--- config.mk ---
export PLATFORM = sky130hd
export DESIGN_NAME = execid_reorder_buffer
export DESIGN_NICKNAME = d
export VERILOG_FILES = /design/src/rtl/execid_reorder_buffer.sv
export SDC_FILE = /design/constraint.sdc
export NUM_CORES = 1
export LEC_CHECK = 0
export ABC_AREA = 1
export CAP_MARGIN = 10
export CORE_MARGIN = 1.5
export CORE_UTILIZATION = 59
export CTS_BUF_LIST = sky130_fd_sc_hd__clkbuf_16
export CTS_CLUSTER_DIAMETER = 60
export CTS_CLUSTER_SIZE = 25
export DETAILED_ROUTE_END_ITERATION = 10
export PLACE_DENSITY = 0.82
export SLEW_MARGIN = 10
export SYNTH_ARGS = -nofsm -noshare
export SYNTH_HDL_FRONTEND = slang
export SYNTH_SLANG_ARGS = --single-unit
export TNS_END_PERCENT = 30
--- constraint.sdc ---
create_clock -name clk -period 19.9 [get_ports clk]
set_clock_uncertainty 0.15 [all_clocks]
set_input_delay 1.99 -clock clk [delete_from_list [all_inputs] [get_ports clk]]
set_output_delay 1.99 -clock clk [all_outputs]
set_load 0.02 [all_outputs]
--- src/rtl/execid_reorder_buffer.sv ---
// Reorder buffer for execid-tagged completions: releases entries in ascending id order once the watermark passes them.
// Optional checks: define EXECID_ROB_ASSERT_EN to enable immediate assertions on the producer/sink contract.
module execid_reorder_buffer #(
    parameter int WIDTH      = 16,
    parameter int DATA_WIDTH = 32,
    parameter int DEPTH      = 4
) (
    input  logic                         clk,
    input  logic                         rst_n,
    input  logic                         in_valid,
    output logic                         in_ready,
    input  logic [WIDTH-1:0]             in_id,
    input  logic [DATA_WIDTH-1:0]        in_data,
    input  logic [WIDTH-1:0]             wm,
    output logic                         out_valid,
    input  logic                         out_ready,
    output logic [WIDTH-1:0]             out_id,
    output logic [DATA_WIDTH-1:0]        out_data,
    output logic [$clog2(DEPTH+1)-1:0]   occupancy
);

    localparam int OCC_W = $clog2(DEPTH + 1);
    localparam int IDX_W = $clog2(DEPTH);

    logic [DEPTH-1:0]      ent_v;
    logic [WIDTH-1:0]      ent_id   [DEPTH];
    logic [DATA_WIDTH-1:0] ent_data [DEPTH];

    logic [OCC_W-1:0]      occ;
    logic [IDX_W-1:0]      free_idx;
    logic                  cand_found;
    logic [IDX_W-1:0]      cand_idx;
    logic [WIDTH-1:0]      cand_id;
    logic [DATA_WIDTH-1:0] cand_data;
    logic                  eligible;
    logic                  accept;
    logic                  load_out;

    // Occupancy and the lowest free slot come only from registered valid bits.
    always_comb begin
        occ      = '0;
        free_idx = '0;
        for (int i = 0; i < DEPTH; i++) begin
            occ = occ + OCC_W'(ent_v[i]);
        end
        for (int i = DEPTH - 1; i >= 0; i--) begin
            if (!ent_v[i]) begin
                free_idx = IDX_W'(i);
            end
        end
    end

    // Strict less-than keeps the lowest index on equal ids.
    always_comb begin
        cand_found = 1'b0;
        cand_idx   = '0;
        cand_id    = '0;
        cand_data  = '0;
        for (int i = 0; i < DEPTH; i++) begin
            if (ent_v[i] && (!cand_found || ent_id[i] < cand_id)) begin
                cand_found = 1'b1;
                cand_idx   = IDX_W'(i);
                cand_id    = ent_id[i];
                cand_data  = ent_data[i];
            end
        end
    end

    assign in_ready  = (occ < OCC_W'(DEPTH));
    assign occupancy = occ;
    assign eligible  = cand_found && (cand_id < wm);
    assign accept    = in_valid && in_ready;
    assign load_out  = eligible && (!out_valid || out_ready);

    always_ff @(posedge clk or negedge rst_n) begin
        if (!rst_n) begin
            ent_v <= '0;
            for (int i = 0; i < DEPTH; i++) begin
                ent_id[i]   <= '0;
                ent_data[i] <= '0;
            end
        end else begin
            if (load_out) begin
                ent_v[cand_idx] <= 1'b0;
            end
            if (accept) begin
                ent_v[free_idx]    <= 1'b1;
                ent_id[free_idx]   <= in_id;
                ent_data[free_idx] <= in_data;
            end
        end
    end

    always_ff @(posedge clk or negedge rst_n) begin
        if (!rst_n) begin
            out_valid <= 1'b0;
            out_id    <= '0;
            out_data  <= '0;
        end else if (!out_valid || out_ready) begin
            out_valid <= eligible;
            if (eligible) begin
                out_id   <= cand_id;
                out_data <= cand_data;
            end
        end
    end

`ifdef EXECID_ROB_ASSERT_EN
    logic [WIDTH-1:0] prev_wm;
    logic [WIDTH-1:0] prev_out_id;
    logic             have_prev_out;

    always_ff @(posedge clk or negedge rst_n) begin
        if (!rst_n) begin
            prev_wm       <= '0;
            prev_out_id   <= '0;
            have_prev_out <= 1'b0;
        end else begin
            prev_wm <= wm;
            if (out_valid && out_ready) begin
                prev_out_id   <= out_id;
                have_prev_out <= 1'b1;
            end
        end
    end

    always @(posedge clk) begin
        if (rst_n) begin
            if (accept) begin
                assert (in_id >= wm) else begin
                    $display("execid_rob: in_id %h below watermark %h", in_id, wm);
                    $error("execid_rob: in_id below watermark");
                end
            end
            assert (wm >= prev_wm) else begin
                $display("execid_rob: watermark fell from %h to %h", prev_wm, wm);
                $error("execid_rob: watermark decreased");
            end
            if (out_valid && out_ready && have_prev_out) begin
                assert (out_id >= prev_out_id) else begin
                    $display("execid_rob: out_id %h after %h", out_id, prev_out_id);
                    $error("execid_rob: output order violated");
                end
            end
            assert (occ <= OCC_W'(DEPTH)) else begin
                $display("execid_rob: occupancy %0d exceeds depth", occ);
                $error("execid_rob: occupancy overflow");
            end
        end
    end
`endif

endmodule

==> impl_metrics.ini, run 1 <==
[outcome]
status = complete, no violations

[global_routing]
antenna_found_initial = 0
grt_usage = 0.2658
grt_pass1_vias = 9423
grt_pass1_wl_um = 47030
grt_max_degree = 117
grt.overflow.total = 0

[die]
io-pin-count = 121
start_util = 0.6029
die_w_um = 147.0
die_area_um2 = 21610
fp.dieH_um = 147.0
rows = 52
core-area_um2 = 20300

[layout]
final_cells = 1769
final_cell_mix = nand2_1, o21ai_0, dfrtp_1, inv_1, clkdlybuf4s50_1
finalNetCount = 1619
nFillCells = 1635
mostFrequentLayoutCell = nand2_1
drive_above_1_share = 0.06671
area_growth_syn_to_layout_pct = 15.38
antenna_cells = 0

[clock_network]
cts.path.max_buffers = 3
cts_inserted_buffers = 18
cts_hold_buf = 0
clkSinkCount = 245
clockRootBuffer = clkbuf_16
cts.clk_slew.worst_paths_ns = 0.09
cts_resized = 0
worstSkewPairLatency_ns = 0.51
cts_setup_buffers = 0
cts_tree = yes
cts_htree_levels = 1

[flow_run]
drv_cap = 0

[setup_path]
cp_data_required_time_ns = 20.13
crit_type = register to register
cpMostUsedCell = nand2_1
cp_data_arrival_time_ns = 11.67
slowest_stage = buf_4
rr_worst_depth = 44
cp_max_fo = 70
max_stage_delay_ns = 0.67
start_kind = register
endpoint_kind = register

[min_path]
min_delay_path_depth = 2
hp-class = register to register

[synth]
ys_seq_elements = 245
syn_nets = 1557
syn_inst = 1425
synth_area_leaders = dfrtp_1, nand2_1, o21ai_0, ha_1, inv_1
synth_top_area_share = 0.5010
yosysWarnings = 0
synth.largest_area_cell = dfrtp_1
synth_cell_types = 30
syn_area_um2 = 12240
syn_avg_cell_area_um2 = 8.588
yosysSeqAreaShare = 0.5010

[placement]
io_buffers = 120
dp_hpwl_um = 17880
routabilityCongestion = 0.8450
place_ws_ns = 8.303
dp_cells = 1736

[sta]
tns_ns = 0
drv_slew = 0
max_freq_mhz = 87.40
rsz0062_at_grt = false
slew_headroom = 0.3137
min_period_over_period = 0.5750
whs_ns = 0.3363
setup-violations-final = 0
finalWorstSetupSlack_ns = 8.458
fin_crit_ns = 11.44
tightestPinTransition_ns = 1.029
hold_viol = 0

[route]
dr.pass1.iters = 5
drt_iter0_drc = 716
drc = 0
ant_nets = 0
vias = 9910
wl_per_cell_um = 15.89
routed_wirelength_um = 28110
drt-vias-per-instance = 5.602
-- state kept, by name, indices dropped and copies added (netlist names) --
| register | count |
|---|---|
| ent_data | 128 |
| ent_id | 64 |
| out_data | 32 |
| out_id | 16 |
| ent_v | 4 |
| out_valid | 1 |
-- critical path: cells and delay by family (launching register included) --
family | cells | cell delay (ns)
compound gates | 12 | 2.43
buf+inv | 6 | 2.91
fa+ha+maj | 4 | 1.32
flops | 1 | 0.37
simple gates | 22 | 3.99
-- kinds of logic after synthesis --
kind of cell    Yosys count  synth area share
compound gates          357            0.1625
fa+ha+maj                64           0.06605
flops                   245            0.5010
simple gates            520            0.1741
buf+inv                 207           0.07024
mux                      32           0.02617
-- stage by stage --
stage,instance area (µm²),utilization
after floorplan,12240,-
after global placement,13490,0.6644
after detailed placement,13490,0.6644
after CTS,14100,0.6946
after global routing,14120,0.6956
final,14120,0.6956
-- path summary, 6_finish.rpt --
| check | start | endpoint | slack, ns |
|---|---|---|---|
| min in group asynchronous | rst_n | out_data[5]$_DFFE_PN0N_ | 1.39 |
| max reg2reg | ent_v[0]$_DFF_PN0_ | out_data[30]$_DFFE_PN0N_ | 8.46 |
| max in group asynchronous | rst_n | ent_v[1]$_DFF_PN0_ | 16.67 |
| min | out_data[5]$_DFFE_PN0N_ | out_data[5]$_DFFE_PN0N_ | 0.34 |
| min reg2reg | out_data[5]$_DFFE_PN0N_ | out_data[5]$_DFFE_PN0N_ | 0.34 |
| max | ent_v[0]$_DFF_PN0_ | out_data[30]$_DFFE_PN0N_ | 8.46 |
-- cells in the mapped netlist, drive strengths merged --
master	n
a211oi	6
a21oi	24
a311oi	1
a31oi	32
and2	2
buf	17
clkbuf	69
clkinv	1
dfrtp	245
fa	1
ha	63
inv	120
mux2i	32
nand2	367
nand3	81
nand3b	1
nand4	8
nor2	47
nor3	3
o21a	1
o21ai	291
o221a	2
or2	11
-- cell type report --
| cell class | instances | area, µm² | share of cell area |
|---|---|---|---|
| clock buffer | 19 | 475.5 | 0.03367 |
| clock inverter | 13 | 137.6 | 0.009747 |
| inverter | 121 | 454.2 | 0.03217 |
| multi-input combinational | 973 | 5303 | 0.3755 |
| sequential | 245 | 6133 | 0.4344 |
| tap | 270 | 337.8 | 0.02393 |
| timing repair buffer | 128 | 1279 | 0.09056 |
-- per-layer routing --
| metal | global-route usage | wire length [µm] | share of wire | vias up |
|---|---|---|---|---|
| li1 | - | - | - | 4843 |
| met1 | 0.3783 | 12410 | 0.44 | 4673 |
| met2 | 0.4267 | 13060 | 0.46 | 333 |
| met3 | 0.02919 | 1767 | 0.063 | 61 |
| met4 | 0.09550 | 869 | 0.031 | 0 |
| met5 | 0 | 0 | 0 | - |
Power of run 1 is left out: the tool's default activity adds up to more than one toggle a clock period on the data nets, which glitch-free logic cannot reach.
==> run 2, diff against run 1 <==
--- a/config.mk
+++ b/config.mk
@@ -8,12 +8,12 @@
 export ABC_AREA = 1
 export CAP_MARGIN = 10
 export CORE_MARGIN = 1.5
-export CORE_UTILIZATION = 59
+export CORE_UTILIZATION = 58
 export CTS_BUF_LIST = sky130_fd_sc_hd__clkbuf_16
 export CTS_CLUSTER_DIAMETER = 60
 export CTS_CLUSTER_SIZE = 25
 export DETAILED_ROUTE_END_ITERATION = 10
-export PLACE_DENSITY = 0.82
+export PLACE_DENSITY = 0.81
 export SLEW_MARGIN = 10
 export SYNTH_ARGS = -nofsm -noshare
 export SYNTH_HDL_FRONTEND = slang
==> constraint.sdc (replaced) <==
create_clock -name clk -period 11.7 [get_ports clk]
set_clock_uncertainty 0.15 [all_clocks]
set_input_delay 1.17 -clock clk [delete_from_list [all_inputs] [get_ports clk]]
set_output_delay 1.17 -clock clk [all_outputs]
set_load 0.02 [all_outputs]
==> run 2 against run 1 <==
  * Setup slack worse by 6.9 ns
  * Flip-flop and latch count unchanged
  * Via count about the same
  * Maximum frequency up 13%
  * Clock-buffer cell count unchanged
  * Largest cell class unchanged
  * Final cell count up 0.23%
  * Non-clock buffer count up 4
  * Core utilization down 0.52 points
  * Wire length up 0.91%
  * Hold slack worse by 0.0029 ns
  * Register-to-register slack worse by 6.9 ns
==> impl_metrics.ini, run 2 (synthesis gave the netlist of run 1 again) <==
[sta]
finalWorstSetupSlack_ns = 1.578
rsz0062_at_grt = false
hold_viol = 0
fin_crit_ns = 10.12
tns_ns = 0
drv_slew = 0
min_period_over_period = 0.8651
slew_headroom = 0.3082
tightestPinTransition_ns = 1.038
max_freq_mhz = 98.80
setup-violations-final = 0

[layout]
regMostFlops = ent_data
largest_reg_flops = 128
mostFrequentLayoutCell = nand2_1
reg_top3 = ent_data (128), ent_id (64), out_data (32)
utilization = 0.6904
final_cell_mix = nand2_1, o21ai_0, dfrtp_1, inv_1, clkdlybuf4s50_1
area_growth_syn_to_layout_pct = 15.61
drive_above_1_share = 0.06853
antenna_cells = 0
stdcell_area_um2 = 14150
finalNetCount = 1623

[die]
rows = 52
core-area_um2 = 20490
io-pin-count = 121
fp.dieH_um = 148.3
die_w_um = 148.3
start_util = 0.5971
die_area_um2 = 21980

[placement]
place_area_um2 = 13520
dp_hpwl_um = 18430
place_ws_ns = 1.846
routabilityCongestion = 0.8926
io_buffers = 120

[min_path]
hp-class = register to register

[setup_path]
crit_family = compound AO/OA/AOI/OAI gates
cp_data_arrival_time_ns = 10.33
slowest_stage = a311oi_1
cpMostUsedCell = nand2_1
max_stage_delay_ns = 0.77
cp_data_required_time_ns = 11.91
start_kind = register
crit_buf_inv = 3
crit_type = register to register
cp_max_fo = 54
endpoint_kind = register

[route]
wl_per_cell_um = 16.00
ant_nets = 0
dr.pass1.iters = 5
drt-vias-per-instance = 5.586
drc = 0
routed_wirelength_um = 28370
drt_iter0_drc = 752
vias = 9904

[clock_network]
clkSinkCount = 245
worstSkewPairLatency_ns = 0.51
clockRootBuffer = clkbuf_16
cts_tree = yes
cts_hold_buf = 0
cts_inserted_buffers = 18
cts.clk_slew.worst_paths_ns = 0.08
cts_htree_levels = 1
cts.path.max_buffers = 3
cts_setup_buffers = 0
cts_resized = 0

[global_routing]
grt_max_degree = 98
grt_usage = 0.2670
grt_pass1_wl_um = 47580
grt_pass1_vias = 9518
grt.overflow.total = 0
antenna_found_initial = 0

[outcome]
status = complete, no violations

[flow_run]
drv_cap = 0
## run 2: changes by cell type in the layout (fill, tap and decap cells not counted)
cell	previous run	this run
clkinv_4	1	0
buf_4	7	11
inv_12	2	0
clkinv_8	2	5
inv_6	2	0
clkinv_1	1	2
clkinv_2	1	2
## run 2: final timing paths
path                                        from                      end  slack (ns)  depth (start not counted)
setup / recovery              ent_v[0]$_DFF_PN0_  out_data[4]$_DFFE_PN0N_        1.58                         39
hold / removal             out_id[9]$_DFFE_PN0N_    out_id[9]$_DFFE_PN0N_        0.33                          2
setup reg to reg              ent_v[0]$_DFF_PN0_  out_data[4]$_DFFE_PN0N_        1.58                         39
hold reg to reg            out_id[9]$_DFFE_PN0N_    out_id[9]$_DFFE_PN0N_        0.33                          2
max in group asynchronous                  rst_n  ent_data[2]$_DFFE_PN0P_        8.68                          4
min in group asynchronous                  rst_n  out_data[4]$_DFFE_PN0N_        0.47                          1
## run 2: worst reg2reg max path, delay by kind of cell (launching register included)
family / cells / cell delay (ns)
buffers and inverters: 3 / 1.32
and+or+nand+nor: 19 / 3.12
adders and majority gates: 4 / 1.38
AOI/OAI and AO/OA: 13 / 3.30
DFF: 1 / 0.74
## run 2: metal layers
metal	global-route usage	vias up	share of wire
met3	0.03098	46	0.058
met5	0	-	0
met1	0.3793	4702	0.45
met2	0.4348	313	0.47
met4	0.08020	0	0.023
li1	-	4843	-
## run 2: final cells by class
| type | instances | area, µm² |
|---|---|---|
| repair buffers | 132 | 1309 |
| well taps | 270 | 337.8 |
| clock buffers | 19 | 475.5 |
| inverters | 121 | 454.2 |
| flip-flops and latches | 245 | 6133 |
| fillers | 1646 | 6346 |
| multi-input cells | 973 | 5303 |
| clock inverters | 13 | 136.4 |
## run 2: per-stage QoR
step | hold slack, ns | instances
floorplan | 0.3023 | 1425
finish | 0.3335 | 1773
detailed placement | 0.3181 | 1740
global placement | 0.3147 | 1740
global route | 0.3513 | 1773
CTS | 0.3377 | 1772
Power of run 2 is left out for the same reason.
